### config.mk
export PLATFORM = sky130hd
export DESIGN_NAME = stopwatch_timekeeper
export DESIGN_NICKNAME = d
export VERILOG_FILES = /design/src/rtl/stopwatch_pkg.sv /design/src/rtl/rising_edge_detect.sv /design/src/rtl/stopwatch_timekeeper.sv
export SDC_FILE = /design/constraint.sdc
export NUM_CORES = 1
export LEC_CHECK = 0
export CELL_PAD_IN_SITES_DETAIL_PLACEMENT = 1
export CELL_PAD_IN_SITES_GLOBAL_PLACEMENT = 1
export CORE_MARGIN = 10
export CORE_UTILIZATION = 30
export DETAILED_ROUTE_END_ITERATION = 16
export GPL_ROUTABILITY_DRIVEN = 0
export PLACE_DENSITY_LB_ADDON = 0.1
export SLEW_MARGIN = 40
export SYNTH_ARGS = -nofsm -noshare
export SYNTH_HDL_FRONTEND = slang
export SYNTH_HIERARCHICAL = 1
export SYNTH_SLANG_ARGS = --single-unit
### constraint.sdc
create_clock -name clock -period 2.3 [get_ports clock]
set_input_delay 0.46 -clock clock [delete_from_list [all_inputs] [get_ports clock]]
set_output_delay 0.46 -clock clock [all_outputs]
set_load 0.02 [all_outputs]
### src/rtl/stopwatch_pkg.sv
// stopwatch_pkg
// Shared definitions for the stopwatch timekeeping core and the display
// driver: FSM state encoding, time field width and limits, and the helper
// that sizes the one-second prescaler.
package stopwatch_pkg;

    localparam int TIME_W = 7;

    localparam logic [TIME_W-1:0] MAX_SECONDS = 7'd59;
    localparam logic [TIME_W-1:0] MAX_MINUTES = 7'd59;

    typedef enum logic [1:0] {
        ST_IDLE    = 2'd0,
        ST_RUNNING = 2'd1,
        ST_PAUSED  = 2'd2
    } state_e;

    // Prescaler width for a given tick count; never narrower than one bit.
    function automatic int presc_width(input int ticks);
        return (ticks > 1) ? $clog2(ticks) : 1;
    endfunction

endpackage

### src/rtl/rising_edge_detect.sv
// rising_edge_detect
// Turns a debounced button level into a single-cycle event. The previous
// sample is registered; the event is high in the cycle where the level is 1
// and the previous sample is 0, so a held button produces exactly one event.
//
// Ports:
//   clock   in   rising-edge clock
//   reset   in   synchronous, active-high; clears the previous sample
//   level_i in   debounced button level
//   rise_o  out  one-cycle event, valid for the next clock edge
module rising_edge_detect (
    input  logic clock,
    input  logic reset,
    input  logic level_i,
    output logic rise_o
);

    logic prev_q;

    always_ff @(posedge clock) begin
        if (reset) begin
            prev_q <= 1'b0;
        end else begin
            prev_q <= level_i;
        end
    end

    assign rise_o = level_i & ~prev_q;

endmodule

### src/rtl/stopwatch_timekeeper.sv
// stopwatch_timekeeper
// Timekeeping core of the stopwatch. Converts start/stop, clear and lap
// button levels into a running minutes:seconds count (binary, 0..59 each)
// that drives the seven-segment display driver directly.
//
// State | Meaning
// ------+-------------------------------------------
// IDLE  | stopped at 00:00
// RUNNING | prescaler and time counters advancing
// PAUSED  | counting frozen, prescaler fraction kept
//
// Parameters:
//   TICKS_PER_SECOND  clock cycles per counted second
//
// Ports:
//   clock      in   board clock, rising edge
//   reset      in   synchronous, active-high
//   start_stop in   button level; rising edge toggles run/pause
//   clear      in   button level; rising edge zeroes time and stops
//   lap        in   button level; rising edge toggles the lap hold
//   minutes    out  displayed minutes, 0..59
//   seconds    out  displayed seconds, 0..59
//   running    out  high in RUNNING
//   held       out  high while the lap hold is active
//   rollover   out  one-cycle pulse after the 59:59 -> 00:00 wrap
//
// Build option: define STOPWATCH_LAP_HOLD_EN to enable the lap hold. When
// undefined, lap is ignored, held stays 0 and the display always shows the
// live count; the port list does not change.
module stopwatch_timekeeper
    import stopwatch_pkg::*;
#(
    parameter int TICKS_PER_SECOND = 50_000_000
) (
    input  logic              clock,
    input  logic              reset,
    input  logic              start_stop,
    input  logic              clear,
    input  logic              lap,
    output logic [TIME_W-1:0] minutes,
    output logic [TIME_W-1:0] seconds,
    output logic              running,
    output logic              held,
    output logic              rollover
);

    localparam int PRESC_W = presc_width(TICKS_PER_SECOND);
    localparam logic [PRESC_W-1:0] PRESC_LAST = PRESC_W'(TICKS_PER_SECOND - 1);

    logic ss_ev;
    logic clr_ev;
    logic lap_ev;

    rising_edge_detect u_ss_edge (
        .clock   (clock),
        .reset   (reset),
        .level_i (start_stop),
        .rise_o  (ss_ev)
    );

    rising_edge_detect u_clr_edge (
        .clock   (clock),
        .reset   (reset),
        .level_i (clear),
        .rise_o  (clr_ev)
    );

    rising_edge_detect u_lap_edge (
        .clock   (clock),
        .reset   (reset),
        .level_i (lap),
        .rise_o  (lap_ev)
    );

    state_e              state_q,   state_d;
    logic [PRESC_W-1:0]  presc_q,   presc_d;
    logic [TIME_W-1:0]   sec_q,     sec_d;
    logic [TIME_W-1:0]   min_q,     min_d;
    logic [TIME_W-1:0]   sec_out_q, sec_out_d;
    logic [TIME_W-1:0]   min_out_q, min_out_d;
    logic                running_q, running_d;
    logic                held_q,    held_d;
    logic                roll_q,    roll_d;
    logic                tick;
    logic                freeze;

    // FSM, prescaler and time counters. Clear dominates everything in its
    // cycle, so a coincident start_stop event or tick is simply dropped.
    always_comb begin
        state_d = state_q;
        presc_d = presc_q;
        sec_d   = sec_q;
        min_d   = min_q;
        roll_d  = 1'b0;
        tick    = 1'b0;

        if (clr_ev) begin
            state_d = ST_IDLE;
            presc_d = '0;
            sec_d   = '0;
            min_d   = '0;
        end else begin
            if (ss_ev) begin
                case (state_q)
                    ST_IDLE:    state_d = ST_RUNNING;
                    ST_RUNNING: state_d = ST_PAUSED;
                    ST_PAUSED:  state_d = ST_RUNNING;
                    default:    state_d = ST_IDLE;
                endcase
            end

            // Counting follows the registered state, so the entry edge
            // itself does not count and PAUSED keeps the fraction.
            if (state_q == ST_RUNNING) begin
                if (presc_q == PRESC_LAST) begin
                    presc_d = '0;
                    tick    = 1'b1;
                end else begin
                    presc_d = presc_q + PRESC_W'(1);
                end
            end

            if (tick) begin
                if (sec_q == MAX_SECONDS) begin
                    sec_d = '0;
                    if (min_q == MAX_MINUTES) begin
                        min_d  = '0;
                        roll_d = 1'b1;
                    end else begin
                        min_d = min_q + TIME_W'(1);
                    end
                end else begin
                    sec_d = sec_q + TIME_W'(1);
                end
            end
        end
    end

`ifdef STOPWATCH_LAP_HOLD_EN
    always_comb begin
        held_d = held_q;
        if (clr_ev) begin
            held_d = 1'b0;
        end else if (lap_ev && (state_q != ST_IDLE)) begin
            held_d = ~held_q;
        end
    end

    // The setting edge still loads the live count (that is the snapshot);
    // only edges where the hold was already active and stays active freeze.
    assign freeze = held_q & held_d;
`else
    logic unused_lap_ev;
    assign unused_lap_ev = lap_ev;
    assign held_d        = 1'b0;
    assign freeze        = 1'b0;
`endif

    always_comb begin
        sec_out_d = sec_d;
        min_out_d = min_d;
        if (freeze) begin
            sec_out_d = sec_out_q;
            min_out_d = min_out_q;
        end
    end

    assign running_d = (state_d == ST_RUNNING);

    always_ff @(posedge clock) begin
        if (reset) begin
            state_q   <= ST_IDLE;
            presc_q   <= '0;
            sec_q     <= '0;
            min_q     <= '0;
            sec_out_q <= '0;
            min_out_q <= '0;
            running_q <= 1'b0;
            held_q    <= 1'b0;
            roll_q    <= 1'b0;
        end else begin
            state_q   <= state_d;
            presc_q   <= presc_d;
            sec_q     <= sec_d;
            min_q     <= min_d;
            sec_out_q <= sec_out_d;
            min_out_q <= min_out_d;
            running_q <= running_d;
            held_q    <= held_d;
            roll_q    <= roll_d;
        end
    end

    assign minutes  = min_out_q;
    assign seconds  = sec_out_q;
    assign running  = running_q;
    assign held     = held_q;
    assign rollover = roll_q;

endmodule

==> summary.txt, run 1 <==
Finish
  – # nets final: just over 300
  – Multi-input gate area: about 1300 µm²
  – Synth-to-layout area growth: 21.4%
  – # diodes: 0
  – Share of layout cells above drive strength 1: 11.0%
  – Post-route insts no fill: between 400 and 500
  – Fill count: 902
  – FF+latch area: between 900 and 1000 µm²

Yosys
  – Most instantiated cells after synthesis: dfxtp_1, nand3_1, nor2_1
  – Mapped Area: ~2300 µm²
  – Post-synthesis sequential area ratio: about 39%
  – Main synth FF type: dfxtp_1
  – Synth area leaders: dfxtp_1, nand3_1, or4_1
  – Avg Inst Size Synth: around 8.6 µm²
  – Mapped Cells: 270
  – Syn. warnings: 6
  – Post-Syn Nets: around 280
  – Post-synth top area share: between 30 and 40%
  – Async SR Flop Fraction: 0%
  – Register bit total from synthesis: 46
  – Most frequent cell after synthesis: dfxtp_1
  – Cell variety after synth: 45
  – Cell taking the most area after synthesis: dfxtp_1
  – EDFF count, synth: 0

Setup path
  – Worst path arrival time: around 2.4 ns
  – Most used cell, CP: or4_1
  – CP endpoint kind: register
  – Crit Path Class: register to register
  – Critical-path cell list: nand4_2 > or4_1 > or4_1 > a21oi_1
  – Startpoint Class: register
  – Cell with the largest stage delay on the worst path: or4_1
  – Max incr delay on CP: 0.74 ns
  – Critical Path RT: roughly 2.5 ns
  – Maximum fanout along the worst path: 10

Place
  – HPWL Detailed: 4.69 mm
  – Placed Cells: between 300 and 400
  – PortBufs: 19

Clock tree
  – CTS tree: done
  – Clk slew on worst S/H paths: 0.09 ns
  – Post-CTS sizing: 0
  – Inserted Clock Buffers: 5
  – Postcts setup bufs: 0
  – Num Clock Sinks: between 40 and 50
  – Buffer depth of the longest clock path: 2
  – # hold bufs at CTS: 0
  – H-tree depth: 2
  – Root buffer cell: clkbuf_8
  – Clk_lat worst skew: around 0.30 ns

Timing
  – Final worst-path cycle share: 91.9%
  – F_max: roughly 470 MHz
  – Min Tclk post-route: around 2.1 ns
  – Count of final max-slew check failures: 0
  – Final Hold Viols: 0
  – RSZ-0062 raised after global routing: no
  – Final-report setup violation count: 0
  – Post-Route Setup TNS: 0 ns
  – Clock Skews: around 0.0077 ns

Floorplan
  – Initial core utilization: 30.5%
  – Die height: between 100 and 150 µm
  – Ports: 22
  – Core Box Area: approximately 7600 µm²
  – Die area: around 12000 µm²
  – Width of the die: between 100 and 150 µm
  – Row count: 32

Global routing
  – Total GRT Usage: between 10% and 20%
  – Largest net degree at the start of global routing: 15
  – Vias in the first global route: approximately 2200
  – First-pass GRT wire length: 10.6 mm
  – Total gr overflow: 0
  – Initial antenna violation count: 0

Routing
  – Remaining DRCs: 0
  – DRT Wirelength: 6.26 mm
  – Vias: 2126
  – Detail Route Antenna Nets: 0
  – Routed length per instance: about 16 µm
  – First-pass detailed-route iteration total: 4
  – Via-per-instance ratio: 5.28
  – Iter 0 DRT Violations: 63

Flow run
  – Max Cap Viol: 0

Power
  – Peak VDD IR: between 0.0002 and 0.00025 V
  – PD cells: 521 nW/µm²
  – P_leak: slightly below 0.001 µW

Outcome
  – Status: complete, no violations

Min path
  – Hold WC Path Type: register to register
registers in the layout (all words and copies together), names as in the netlist:
signal,cells
u_ss_edge/prev_q,1
u_clr_edge/prev_q,1
presc_q,26
running,1
minutes,7
state_q,2
rollover,1
seconds,7
path summary, 6_finish.rpt:
kind / slack [ns] / cells after the start / start / end
worst min-delay path: 0.51 / 2 / minutes[6] / minutes[6]
worst max register to register: 0.19 / 4 / presc_q[7] / presc_q[21]
worst max-delay path: 0.19 / 4 / presc_q[7] / presc_q[21]
worst min register to register: 0.51 / 2 / minutes[6] / minutes[6]
where the power goes:
part	leakage (µW)	switching, µW	internal (µW)
sequential	0.000371	3.82	801
clock	0.0000579	288	320
combinational	0.000536	34.8	28.0
total	0.000966	327	1150
metrics by stage:
step	total power (µW)	utilization, %	hold slack [ns]	setup slack, ns	cell area [µm²]
6_report	1480	37.0	0.506	0.185	2830
3_5_place_dp	887	35.6	0.489	0.205	2720
5_1_grt	1550	37.0	0.526	0.0623	2830
4_1_cts	1510	37.0	0.509	0.187	2830
3_3_place_gp	887	35.6	0.481	0.228	2720
2_1_floorplan	861	-	0.461	0.237	2330
per-layer routing:
layer / global-route usage, % / share of wire (%) / routed length [µm] / vias to the layer above
met5: 0 / 0 / 0 / -
met4: 3.44 / 1.2 / 78 / 0
met3: 2.56 / 2.4 / 152 / 5
met2: 17.8 / 47 / 2920 / 12
met1: 14.3 / 50 / 3110 / 1022
li1: - / - / - / 1087
worst max-delay path, delay by kind of cell, from the launching register on:
family | cells | cell delay [ns]
AO/OA/AOI/OAI | 1 | 0.14
flip-flops | 1 | 0.46
AND/OR/NAND/NOR | 3 | 1.44
cell usage in the layout, fill, tap and decap left out, types with 6 or more instances in the layout:
cell type,count
a21oi_1,19
dfxtp_1,46
o21ai_0,6
nand4_1,8
o31ai_1,9
buf_4,16
nand3_1,21
nand2_1,17
and3_1,8
nor2_1,21
clkdlybuf4s50_1,19
or4_1,14
or3_1,8
xnor2_1,6
kinds of logic after synthesis:
family	Yosys count	synth area share, %
simple gates	134	34.4
compound gates	54	15.0
flops	46	39.5
buf+inv	16	3.00
xor+xnor	11	4.13
mux	5	2.15
fa+ha+maj	3	1.61
other cells	1	0.161
cell type report:
type / count / area share (%)
multi-input combinational: 208 / 47.6
sequential: 46 / 32.5
timing repair buffer: 35 / 11.0
tap: 102 / 4.51
clock buffer: 5 / 2.43
clock inverter: 3 / 1.41
inverter: 4 / 0.531
Power figures use the tool's default switching activity.
==> run 2: changes to the inputs <==
Settings changed: SKIP_LAST_GASP from default to 1.
==> results of run 2 <==
Same layout as run 1: the final DEF is identical, and so are final timing and power.
==> run 3: changes to the inputs <==
Settings changed: DONT_BUFFER_PORTS from default to 1.
==> run 3 against run 2 <==
Net effect: register-to-register slack about the same; setup slack better by 0.012 ns; non-clock buffer count down 17; clock skew is 0.0012 ns higher; sequential share of layout area up 2.5 points; combinational power is 21% lower; via count fell by 1.2%; die area did not move; total power decreased by 9.4%; count of clock-buffer cells in the layout increased by 2; cell count down 4.5%; critical path type unchanged; critical endpoint is now presc_q[23]; largest cell class unchanged; largest power group unchanged; highest routed layer unchanged.
==> summary.txt, run 3 (synthesis results as in run 1) <==
Routing
  – Routed length per instance: 16.6 µm (+6.6%)
  – Iter 0 DRT Violations: 58 (-7.9%)
  – DRT Wirelength: 6.37 mm (+1.8%)
  – First-pass detailed-route iteration total: 4 (unchanged)
  – Via-per-instance ratio: 5.46 (+3.4%)
  – Remaining DRCs: 0 (unchanged)
  – Vias: 2101 (-1.2%)
  – Detail Route Antenna Nets: 0 (unchanged)

Setup path
  – CP endpoint kind: register
  – Worst R2R Setup Slack: 0.20 ns (about the same)
  – Crit path from: presc_q[7]
  – Critical Path RT: 2.54 ns (about the same)
  – Reg2reg end: presc_q[23]
  – FF-to-FF path depth: 4 (unchanged)
  – Worst Setup EP: presc_q[23]
  – Worst path arrival time: 2.34 ns (about the same)
  – Startpoint Class: register
  – Worst R2R Start: presc_q[7]
  – Maximum fanout along the worst path: 10 (unchanged)
  – Crit Path Class: register to register

Finish
  – Reg with most FFs: presc_q
  – Fill count: 922 (+2.2%)
  – Share of layout cells above drive strength 1: 11.7% (+0.70 points)
  – # nets final: 291 (-5.5%)
  – Largest register FFs: 26 (unchanged)
  – Most frequent cells in the layout: dfxtp_1, nand3_1, nor2_1, a21oi_1, buf_4
  – # diodes: 0 (unchanged)
  – Commonest non-fill, non-tap cell in the layout: dfxtp_1
  – Synth-to-layout area growth: 12.6%

Global routing
  – Total GRT Usage: 11.1% (about the same)
  – First-pass GRT wire length: 10.6 mm (unchanged)
  – Largest net degree at the start of global routing: 17 (+2)
  – Total gr overflow: 0 (unchanged)
  – Vias in the first global route: 2104 (-2.8%)
  – Initial antenna violation count: 0 (unchanged)

Timing
  – Min Tclk post-route: 2.10 ns (-0.0120 ns)
  – Clock Skews: 0.00889 ns (+0.00124 ns)
  – Hold Slack: 0.221 ns (-0.286 ns)
  – Final Hold Viols: 0 (unchanged)
  – F_max: 476 MHz (+0.57%)
  – Count of final max-slew check failures: 0 (unchanged)
  – Post-Route Setup TNS: 0 ns (unchanged)
  – Final worst-path cycle share: 91.4% (-0.52 points)
  – RSZ-0062 raised after global routing: no
  – Final-report setup violation count: 0 (unchanged)

Floorplan
  – Initial core utilization: 30.5% (unchanged)
  – Core Box Area: 7650 µm² (unchanged)
  – Ports: 22 (unchanged)
  – Width of the die: 108 µm (unchanged)
  – Die area: 11700 µm² (unchanged)
  – Row count: 32 (unchanged)
  – Die height: 108 µm (unchanged)

Clock tree
  – Num Clock Sinks: 46 (unchanged)
  – Buffer depth of the longest clock path: 2 (unchanged)
  – Clk_lat worst skew: 0.30 ns (about the same)
  – Post-CTS sizing: 0 (unchanged)
  – # hold bufs at CTS: 0 (unchanged)
  – Inserted Clock Buffers: 5 (unchanged)
  – Postcts setup bufs: 0 (unchanged)
  – CTS tree: done
  – H-tree depth: 2 (unchanged)
  – Root buffer cell: clkbuf_8
  – Clk slew on worst S/H paths: 0.09 ns (about the same)

Outcome
  – Status: complete, no violations

Place
  – PortBufs: 0 (-19)
  – HPWL Detailed: 4.57 mm (-2.4%)

Min path
  – Hold WC Path Type: input pin to register
  – Hold Crit Depth: 1 (-1)

Power
  – PD cells: 509 nW/µm² (-2.4%)
  – Peak VDD IR: 0.000201 V (-13%)
  – P_leak: 0.000891 µW (-7.7%)

Flow run
  – Max Cap Viol: 0 (unchanged)
run 3: final cells by class:
class	instances	area, µm²	area share, %
well taps	102	128	4.86
flip-flops and latches	46	921	35.1
repair buffers	18	135	5.15
clock buffers	7	76.3	2.91
multi-input cells	208	1350	51.5
inverters	4	15.0	0.572
run 3: power by group:
part	internal [µW]	switching, µW	total, µW
combinational	19.9	29.8	49.7
sequential	801	5.41	806
clock	210	271	481
run 3: worst min path at each step:
stage,from,to,slack (ns)
detailed placement,presc_q[21],presc_q[21],0.50
global route,reset,u_ss_edge/prev_q,0.20
finish,reset,u_clr_edge/prev_q,0.22
CTS,reset,u_clr_edge/prev_q,0.21
floorplan,presc_q[21],presc_q[21],0.46
global placement,presc_q[15],presc_q[15],0.48
run 3: critical path: stages, from the launching register on:
cell and delay [ns]:
dfxtp_1 0.45, nand4_2 0.18, or4_1 0.74, or4_1 0.53, a21oi_1 0.14
run 3: per-layer routing:
metal  wire length, µm  GRT usage (%)  share of wire, %  vias to the layer above
li1                  -              -                 -                     1045
met1              3120           14.3                49                     1027
met2              3000           17.9                47                       24
met3               193           2.56               3.0                        5
met4                58           3.15              0.91                        0
met5                 0              0                 0                        -
run 3: through the flow:
| stage | utilization, % | std cells | total power [µW] | setup WS (ns) | area, µm² |
|---|---|---|---|---|---|
| 4_1_cts | 34.1 | 383 | 1360 | 0.0974 | 2610 |
| 3_5_place_dp | 33.1 | 376 | 876 | 0.123 | 2530 |
| 5_1_grt | 34.3 | 385 | 1410 | 0.0467 | 2630 |
| 6_report | 34.3 | 385 | 1340 | 0.197 | 2630 |
| 2_1_floorplan | - | 270 | 861 | 0.237 | 2330 |
| 3_3_place_gp | 33.1 | 376 | 875 | 0.138 | 2530 |
